**src/rtl/vx_wb_arbiter.sv**
```systemverilog
// vx_wb_arbiter: round-robin writeback arbiter that locks onto a source for a whole packet,
// with a one-cycle registered output and a saturating conflict counter.
module vx_wb_arbiter #(
  parameter int NUM_REQS = 4,
  parameter int DATAW = 64,
  parameter int PERF_W = 32,
  localparam int SEL_W = NUM_REQS > 1 ? $clog2(NUM_REQS) : 1
) (
  input  logic                      clk,
  input  logic                      reset,
  input  logic [NUM_REQS-1:0]       in_valid,
  input  logic [NUM_REQS*DATAW-1:0] in_data,
  input  logic [NUM_REQS-1:0]       in_sop,
  input  logic [NUM_REQS-1:0]       in_eop,
  output logic [NUM_REQS-1:0]       in_ready,
  output logic                      out_valid,
  output logic [DATAW-1:0]          out_data,
  output logic                      out_sop,
  output logic                      out_eop,
  output logic [SEL_W-1:0]          out_sel,
  output logic [PERF_W-1:0]         perf_conflicts
);
  typedef enum logic {IDLE, LOCKED} state_t;
  state_t state, next_state;
  logic [SEL_W-1:0] owner, rr_ptr, grant_idx, idx, sel, next_owner, next_rr;
  logic found, fire, last, conflict;
  logic [NUM_REQS-1:0][DATAW-1:0] data_arr;
  assign data_arr = in_data;
  assign conflict = |(in_valid & ~in_ready);
  always_comb begin
    grant_idx = '0;
    found = 1'b0;
    idx = '0;
    for (int k = 0; k < NUM_REQS; k++) begin
      idx = SEL_W'((int'(rr_ptr) + k) % NUM_REQS);
      if (!found && in_valid[idx]) begin
        found = 1'b1;
        grant_idx = idx;
      end
    end
  end
  // while locked only the owner may move; a missing owner beat is a bubble
  always_comb begin
    sel = state == LOCKED ? owner : grant_idx;
    in_ready = '0;
    if (!reset && (state == LOCKED ? in_valid[sel] : found)) in_ready[sel] = 1'b1;
    fire = |in_ready;
    last = in_eop[sel];
    next_state = fire ? (last ? IDLE : LOCKED) : state;
    next_owner = fire && !last ? sel : owner;
    next_rr = fire && last ? (sel == SEL_W'(NUM_REQS - 1) ? '0 : sel + 1'b1) : rr_ptr;
  end
  always_ff @(posedge clk or posedge reset) begin
    if (reset) begin
      state <= IDLE;
      owner <= '0;
      rr_ptr <= '0;
      out_valid <= 1'b0;
      out_data <= '0;
      out_sop <= 1'b0;
      out_eop <= 1'b0;
      out_sel <= '0;
      perf_conflicts <= '0;
    end else begin
      state <= next_state;
      owner <= next_owner;
      rr_ptr <= next_rr;
      out_valid <= fire;
      if (fire) begin
        out_data <= data_arr[sel];
        out_sop <= in_sop[sel];
        out_eop <= last;
        out_sel <= sel;
      end
      if (conflict && perf_conflicts != '1) perf_conflicts <= perf_conflicts + 1'b1;
    end
  end
endmodule
```
**config.mk**
```make
export PLATFORM = sky130hd
export DESIGN_NAME = vx_wb_arbiter
export DESIGN_NICKNAME = d
export VERILOG_FILES = /design/src/rtl/vx_wb_arbiter.sv
export SDC_FILE = /design/constraint.sdc
export NUM_CORES = 1
export LEC_CHECK = 0
export CORE_AREA = 2 2 147 149
export CTS_CLUSTER_DIAMETER = 120
export DETAILED_ROUTE_END_ITERATION = 16
export DIE_AREA = 0 0 149 151
export PLACE_DENSITY = 0.69
export RECOVER_POWER = 25
export SLEW_MARGIN = 10
export SYNTH_ARGS = -nofsm -noshare
export SYNTH_HDL_FRONTEND = slang
export SYNTH_SLANG_ARGS = --single-unit
```
**constraint.sdc**
```tcl
create_clock -name clk -period 3.5 [get_ports clk]
set_input_delay 0.7 -clock clk [delete_from_list [all_inputs] [get_ports clk]]
set_output_delay 0.7 -clock clk [all_outputs]
set_load 0.01 [all_outputs]
```
---- Yosys cells after proc, flatten, opt, wreduce, memory -nomap -nowiden ----
Cells that the tools add are included.
word-level totals
  flip-flop bits (word level) ............. 106
  bits in latches ......................... 0
  memory bits (writable) .................. 0
  ROM bits ................................ 0
  input port bits ......................... 270
  output and inout port bits .............. 105
  word-level logic and storage cells ...... 70
  memories ................................ 0
operators by class
  add/subtract/negate cells ............... 5
  multiply operators ...................... 0
  div/mod/pow operators ................... 0
  $lt $le $gt $ge ......................... 6
  equality and inequality tests ........... 2
  shift-type cells ........................ 0
  muxes and demuxes ....................... 31
  bitwise logic cells ..................... 2
  reduce and logical (&&, ||, !) cells .... 15
operator list
  kind                                                                                  number
  64-bit binary-select mux with 2-bit select                                            1
  64-bit two-way mux                                                                    1
  32-bit by 1-bit adder with 32-bit output (second input constant)                      1
  32-bit != test (second input constant)                                                1
  2-bit by 3-bit < comparator with 1-bit output (second input constant)                 5
  1-bit binary-select mux with 2-bit select                                             7
  1-bit two-way mux                                                                     14
  2-bit two-way mux                                                                     6
  1-bit logical AND                                                                     8
  4-bit OR reduction                                                                    2
  1-bit zero test                                                                       5
  2-bit by 1-bit adder with 2-bit output (second input constant)                        2
  2-bit adder (second input constant)                                                   2
  4-bit bitwise AND                                                                     1
  4-bit two-way mux                                                                     1
  4-bit inverter                                                                        1
  1-bit demux with 2-bit select                                                         1
  2-bit equality test (second input constant)                                           1
  2-bit by 1-bit greater-or-equal comparator with 1-bit output (second input constant)  1

---- Logic depth before layout (Yosys ltp) ----
  depth after elaboration ................. 22
  depth in mapped cells ................... 18

---- Worst setup path before layout ----
Ideal clock, no wire load.
  path kind ............................... in2reg
  start ................................... input port in_valid[0]
  end ..................................... register out_data[35]
  arrival ................................. 3518 ps
  path slack .............................. -156 ps
  stages .................................. 18
  path buffers ............................ 6
  cells stage by stage .................... buf_2 nand2b_1 a21oi_1 o21ai_0 a221o_1 nand2_1 buf_2 buf_2 inv_1 ha_1 nor4_1 or3_1 buf_2 inv_2 nand2_1 buf_4 buf_2 o221ai_1
between the ends
  word-level cells in the longest chain between the ends .. 19
  elaborated cells between the ends (all ways) .. 36
RTL lines
  what                                                                                         line  RTL
  start: declaration                                                                           11    input logic [NUM_REQS-1:0] in_valid,
  1-bit binary-select mux with 2-bit select                                                    36    if (!found && in_valid[idx]) begin
  1-bit two-way mux (implied by the code)                                                      36
  1-bit two-way mux                                                                            36
  1-bit zero test                                                                              36
  1-bit logical AND                                                                            36
  1-bit two-way mux                                                                            36
  1-bit zero test                                                                              36
  1-bit logical AND                                                                            36
  [... 5 more ...]                                                                             n/a
  via sel[1]                                                                                   25    logic [SEL_W-1:0] owner, rr_ptr, grant_idx, idx, sel, next_owner, next_rr;
  2-bit by 3-bit < comparator with 1-bit output (implied by the code) (tied with other cells)  46    if (!reset && (state == LOCKED ? in_valid[sel] : found)) in_ready[sel] = 1'b1;
  1-bit logical AND (implied by the code) / 1-bit two-way mux (equally long branches)          46
  1-bit two-way mux (implied by the code)                                                      46
  1-bit demux with 2-bit select / 1-bit logical AND (equally long branches)                    46
  4-bit two-way mux (*)                                                                        46
  4-bit OR reduction (*)                                                                       47    fire = |in_ready;
  via fire                                                                                     26    logic found, fire, last, conflict;
  end signal: assignment                                                                       70    out_data <= data_arr[sel];
  end: declaration                                                                             17    output logic [DATAW-1:0] out_data,
Mark *: on every way through the listed nets, which the timed path passes. The rest lies on a longest branch. The select of a mux whose other input is x is not followed.
A chain may end at the register's enable or synchronous reset.

---- Worst setup path after layout ----
  start ................................... input port in_valid[2]
  end ..................................... output port in_ready[3]
between the ends
  word-level cells in the longest chain between the ends .. 18
  elaborated cells between the ends (all ways) .. 33
RTL lines
  what                                                                                         line  RTL
  1-bit binary-select mux with 2-bit select                                                    36
  1-bit two-way mux (implied by the code)                                                      36
  1-bit two-way mux                                                                            36
  1-bit zero test                                                                              36
  1-bit logical AND                                                                            36
  1-bit two-way mux                                                                            36
  1-bit zero test                                                                              36
  1-bit logical AND                                                                            36
  [... 3 more ...]                                                                             n/a
  2-bit two-way mux (*)                                                                        36
  2-bit two-way mux (*)                                                                        44    sel = state == LOCKED ? owner : grant_idx;
  via sel[0]                                                                                   25
  2-bit by 3-bit < comparator with 1-bit output (implied by the code) (tied with other cells)  46
  1-bit logical AND (implied by the code) / 1-bit two-way mux (equally long branches)          46
  1-bit two-way mux (implied by the code)                                                      46
  1-bit demux with 2-bit select / 1-bit logical AND (equally long branches)                    46
  4-bit two-way mux (*)                                                                        46
  end: declaration                                                                             15    output logic [NUM_REQS-1:0] in_ready,
Marked as above.

==> results_dict.tcl <==
set metrics [dict create \
    setup-tns-final_ps 0 \
    numCtsBuffers 9 \
    detail_route.drc_violations 0 \
    clock_insertion_delay_worst_skew_ps 350 \
    critPathKind "input pin to primary output" \
    reg2reg_to "perf_conflicts[1]" \
    ys_ff_latch 106 \
    synth_enable_flop_cells 0 \
    rsz0062_at_grt "false" \
    rrSetupSlack_ps 490 \
    place_hpwl_um 18700 \
    cts-root-buf "clkbuf_16" \
    antenna_found_initial 0 \
    cts_tree "built" \
    io_pins 375 \
    cp-end-kind "primary output" \
    grt_pass1_vias 6184 \
    post_drt_via_cell_ratio 4.93 \
    worstHoldEndpoint "out_data[26]" \
    final_cell_mix "clkdlybuf4s50_1 (368), mux2i_1 (137), dfrtp_1 (106)" \
    fp-row-count 53 \
    vdd_drop_max_mv 0.645 \
    hold_path_class "register to register" \
    fin_cells 1257 \
    initial_utilization_pct 29.9 \
    area_growth_pct 73.7 \
    layout_commonest_cell "clkdlybuf4s50_1" \
    drt_iter0_drc 150 \
    avgSynthCellArea_um2 10.5 \
    grt_pass1_wl_um 36100 \
    reg2reg_from "rr_ptr[1]" \
    setup-violations-final 0 \
    hold_buffers 0 \
    p_leak_nw 4.60 \
    dpl_cell_area_um2 10500 \
    vias 6199 \
    synth-main-ff-cell "dfrtp_1" \
    grt_max_degree 85 \
    hold_violations 0 \
    clk_transition_reported_paths_ps 70 \
    violations "max-capacitance violations, max-slew violations" \
    dr.pass1.iters 4 \
    crit_path_frequent_cell "buf_4" \
    async_flop_share_pct 100 \
    grt_use_total_pct 20.9 \
    die_y_um 151 \
    wl_um 24600 \
    grt_overflow 0 \
    startpoint_type "input pin" \
    tightest_slew_ps 1870 \
    path_buf_inv 5 \
    dieArea_um2 22500 \
    finalCriticalPeriod_ps 3380 \
    finalWeightedCongestion 0.796 \
    synth_nets 868 \
    path_max_fanout 5 \
    fin_area_um2 10800 \
    die_x_um 149 \
    critPathMaxStageDelay_ps 440 \
    core_um2 20800 \
    drive_gt1_share_pct 8.15 \
    maxCapViolations 1 \
    min_period_over_period_pct 96.6 \
    htree_levels 3 \
    min_path_cells 2 \
    worst_ep_required_time_ps 2800 \
    clkSinkCount 106 \
    clock_path_buffers 2 \
    diodes 0 \
    p_per_area_nw_per_um2 750 \
    rr_worst_depth 12 \
    layout.nets 1252 \
    cpMaxStageDelayCell "clkdlybuf4s50_1" \
    synth_area_um2 6230 \
    slew-limit-headroom_pct -25.3 \
    status "complete, but fails checks" \
    crit_arrival_ps 2680 \
    ant_nets 0 \
    synthCells 593 \
    wire_per_inst_um 19.5 \
    crit_chain "clkdlybuf4s50_1, buf_4, mux2i_2, nor2_1, o41ai_4, buf_4, ha_2, inv_1, nor3_1, clkbuf_2" \
    min_from "out_data[26]" \
    ys_types 44 \
    ys_warn_count 0 \
    drv_slew 41 \
    ys_seq_area_share_pct 42.6 \
    fin_skew_ps 9.36 \
    port_buffers 374 \
    clock.fmax_ghz 0.296 \
    placed_cells 1238 \
    cp_top_family "buffers and inverters" \
    fillCellCount 1917 \
]
==> sequential cells by signal, summed over array words and instances, names as in the netlist <==
signal,flops
out_sel,2
out_data,64
state,1
out_sop,1
out_valid,1
rr_ptr,2
perf_conflicts,32
owner,2
out_eop,1
==> metrics by stage <==
stage | total power (W) | hold slack, ps | utilization [%] | setup slack [ps]
global route | 0.00865 | 511 | 52.0 | 13.9
CTS | 0.00820 | 490 | 52.0 | 19.2
detailed placement | 0.00708 | 472 | 50.5 | -274
global placement | 0.00702 | 468 | 50.5 | -199
finish | 0.00812 | 485 | 52.0 | 120
floorplan | 0.00487 | 512 | - | 11.1
==> synth_stat cells (2+ instances only) <==
cell | number | share of area, %
nor3_1 | 8 | 0.64
nand4_1 | 14 | 1.4
and2_1 | 3 | 0.30
o31ai_1 | 4 | 0.48
and4_1 | 5 | 0.70
nand4b_1 | 3 | 0.42
inv_2 | 2 | 0.12
a221o_1 | 2 | 0.32
nand2_1 | 90 | 5.4
mux2i_1 | 138 | 22
buf_2 | 32 | 2.6
nor2_1 | 10 | 0.60
ha_1 | 5 | 1.0
xnor2_1 | 28 | 3.9
nand3b_1 | 2 | 0.24
nor3b_1 | 3 | 0.36
o21ai_0 | 5 | 0.40
buf_6 | 2 | 0.36
o221ai_1 | 65 | 9.1
nand3_1 | 16 | 1.3
and3_1 | 6 | 0.60
nand2b_1 | 2 | 0.20
inv_1 | 10 | 0.60
dfrtp_1 | 106 | 43
clkbuf_1 | 8 | 0.48
a21oi_1 | 2 | 0.16
or3_1 | 2 | 0.20
mux2_2 | 4 | 0.72
==> repair_timing <==
item                       CTS  global route
setup endpoints to repair    4            61
gates resized for setup      5            12
buffers inserted             1             2
pin swaps                    2             2
==> how the worst max path moves through the flow <==
| stage | startpoint | endpoint | slack, ps | depth (start not counted) |
|---|---|---|---|---|
| 2_1_floorplan | reset | out_data[0] | 10 | 1 |
| 3_5_place_dp | in_valid[0] | in_ready[3] | -270 | 9 |
| 3_3_place_gp | in_valid[0] | in_ready[2] | -200 | 11 |
| 4_1_cts | in_valid[0] | in_ready[1] | 20 | 11 |
| 5_1_grt | in_valid[2] | in_ready[3] | 10 | 10 |
| 6_report | in_valid[2] | in_ready[3] | 120 | 10 |
==> area by class of cell <==
cell class | count | area [um2] | share of cell area (%)
multi-input cells | 432 | 3340 | 30.8
flip-flops and latches | 106 | 2650 | 24.5
clock buffers | 11 | 253 | 2.33
inverters | 12 | 48.8 | 0.451
repair buffers | 416 | 4130 | 38.1
clock inverters | 5 | 60.1 | 0.555
well taps | 275 | 344 | 3.18
==> layer usage <==
| layer | wire length (um) | track usage (%) |
|---|---|---|
| met4 | 624 | 6.43 |
| met1 | 10000 | 26.2 |
| met3 | 1980 | 6.11 |
| met2 | 11900 | 34.9 |
| met5 | 0 | 0 |
==> worst reg2reg max path: stages (launching register included) <==
cell and delay, ps:
dfrtp_1 590, mux2i_2 300, nor2_1 100, o41ai_4 340
buf_4 170, ha_2 170, inv_1 60, buf_4 120
o31ai_1 300, nand4_1 140, buf_4 190, nand2_1 90
mux2_2 330
==> where the power goes <==
part	internal, W	switching, W	leakage (nW)	total [W]
clock	0.000599	0.000482	0.153	0.00108
sequential	0.00171	0.000309	1.34	0.00202
combinational	0.00257	0.00245	3.10	0.00502
==> kinds of logic after synthesis <==
kind of cell,count (synthesis),share of synthesized area (%)
and+or+nand+nor,169,13.1
muxes,143,23.1
DFF,106,42.6
AOI/OAI and AO/OA,86,12.0
buffers and inverters,55,4.26
xor gates and xnor gates,29,4.07
adders and majority gates,5,1.00
(Power assumes the default switching activity.)
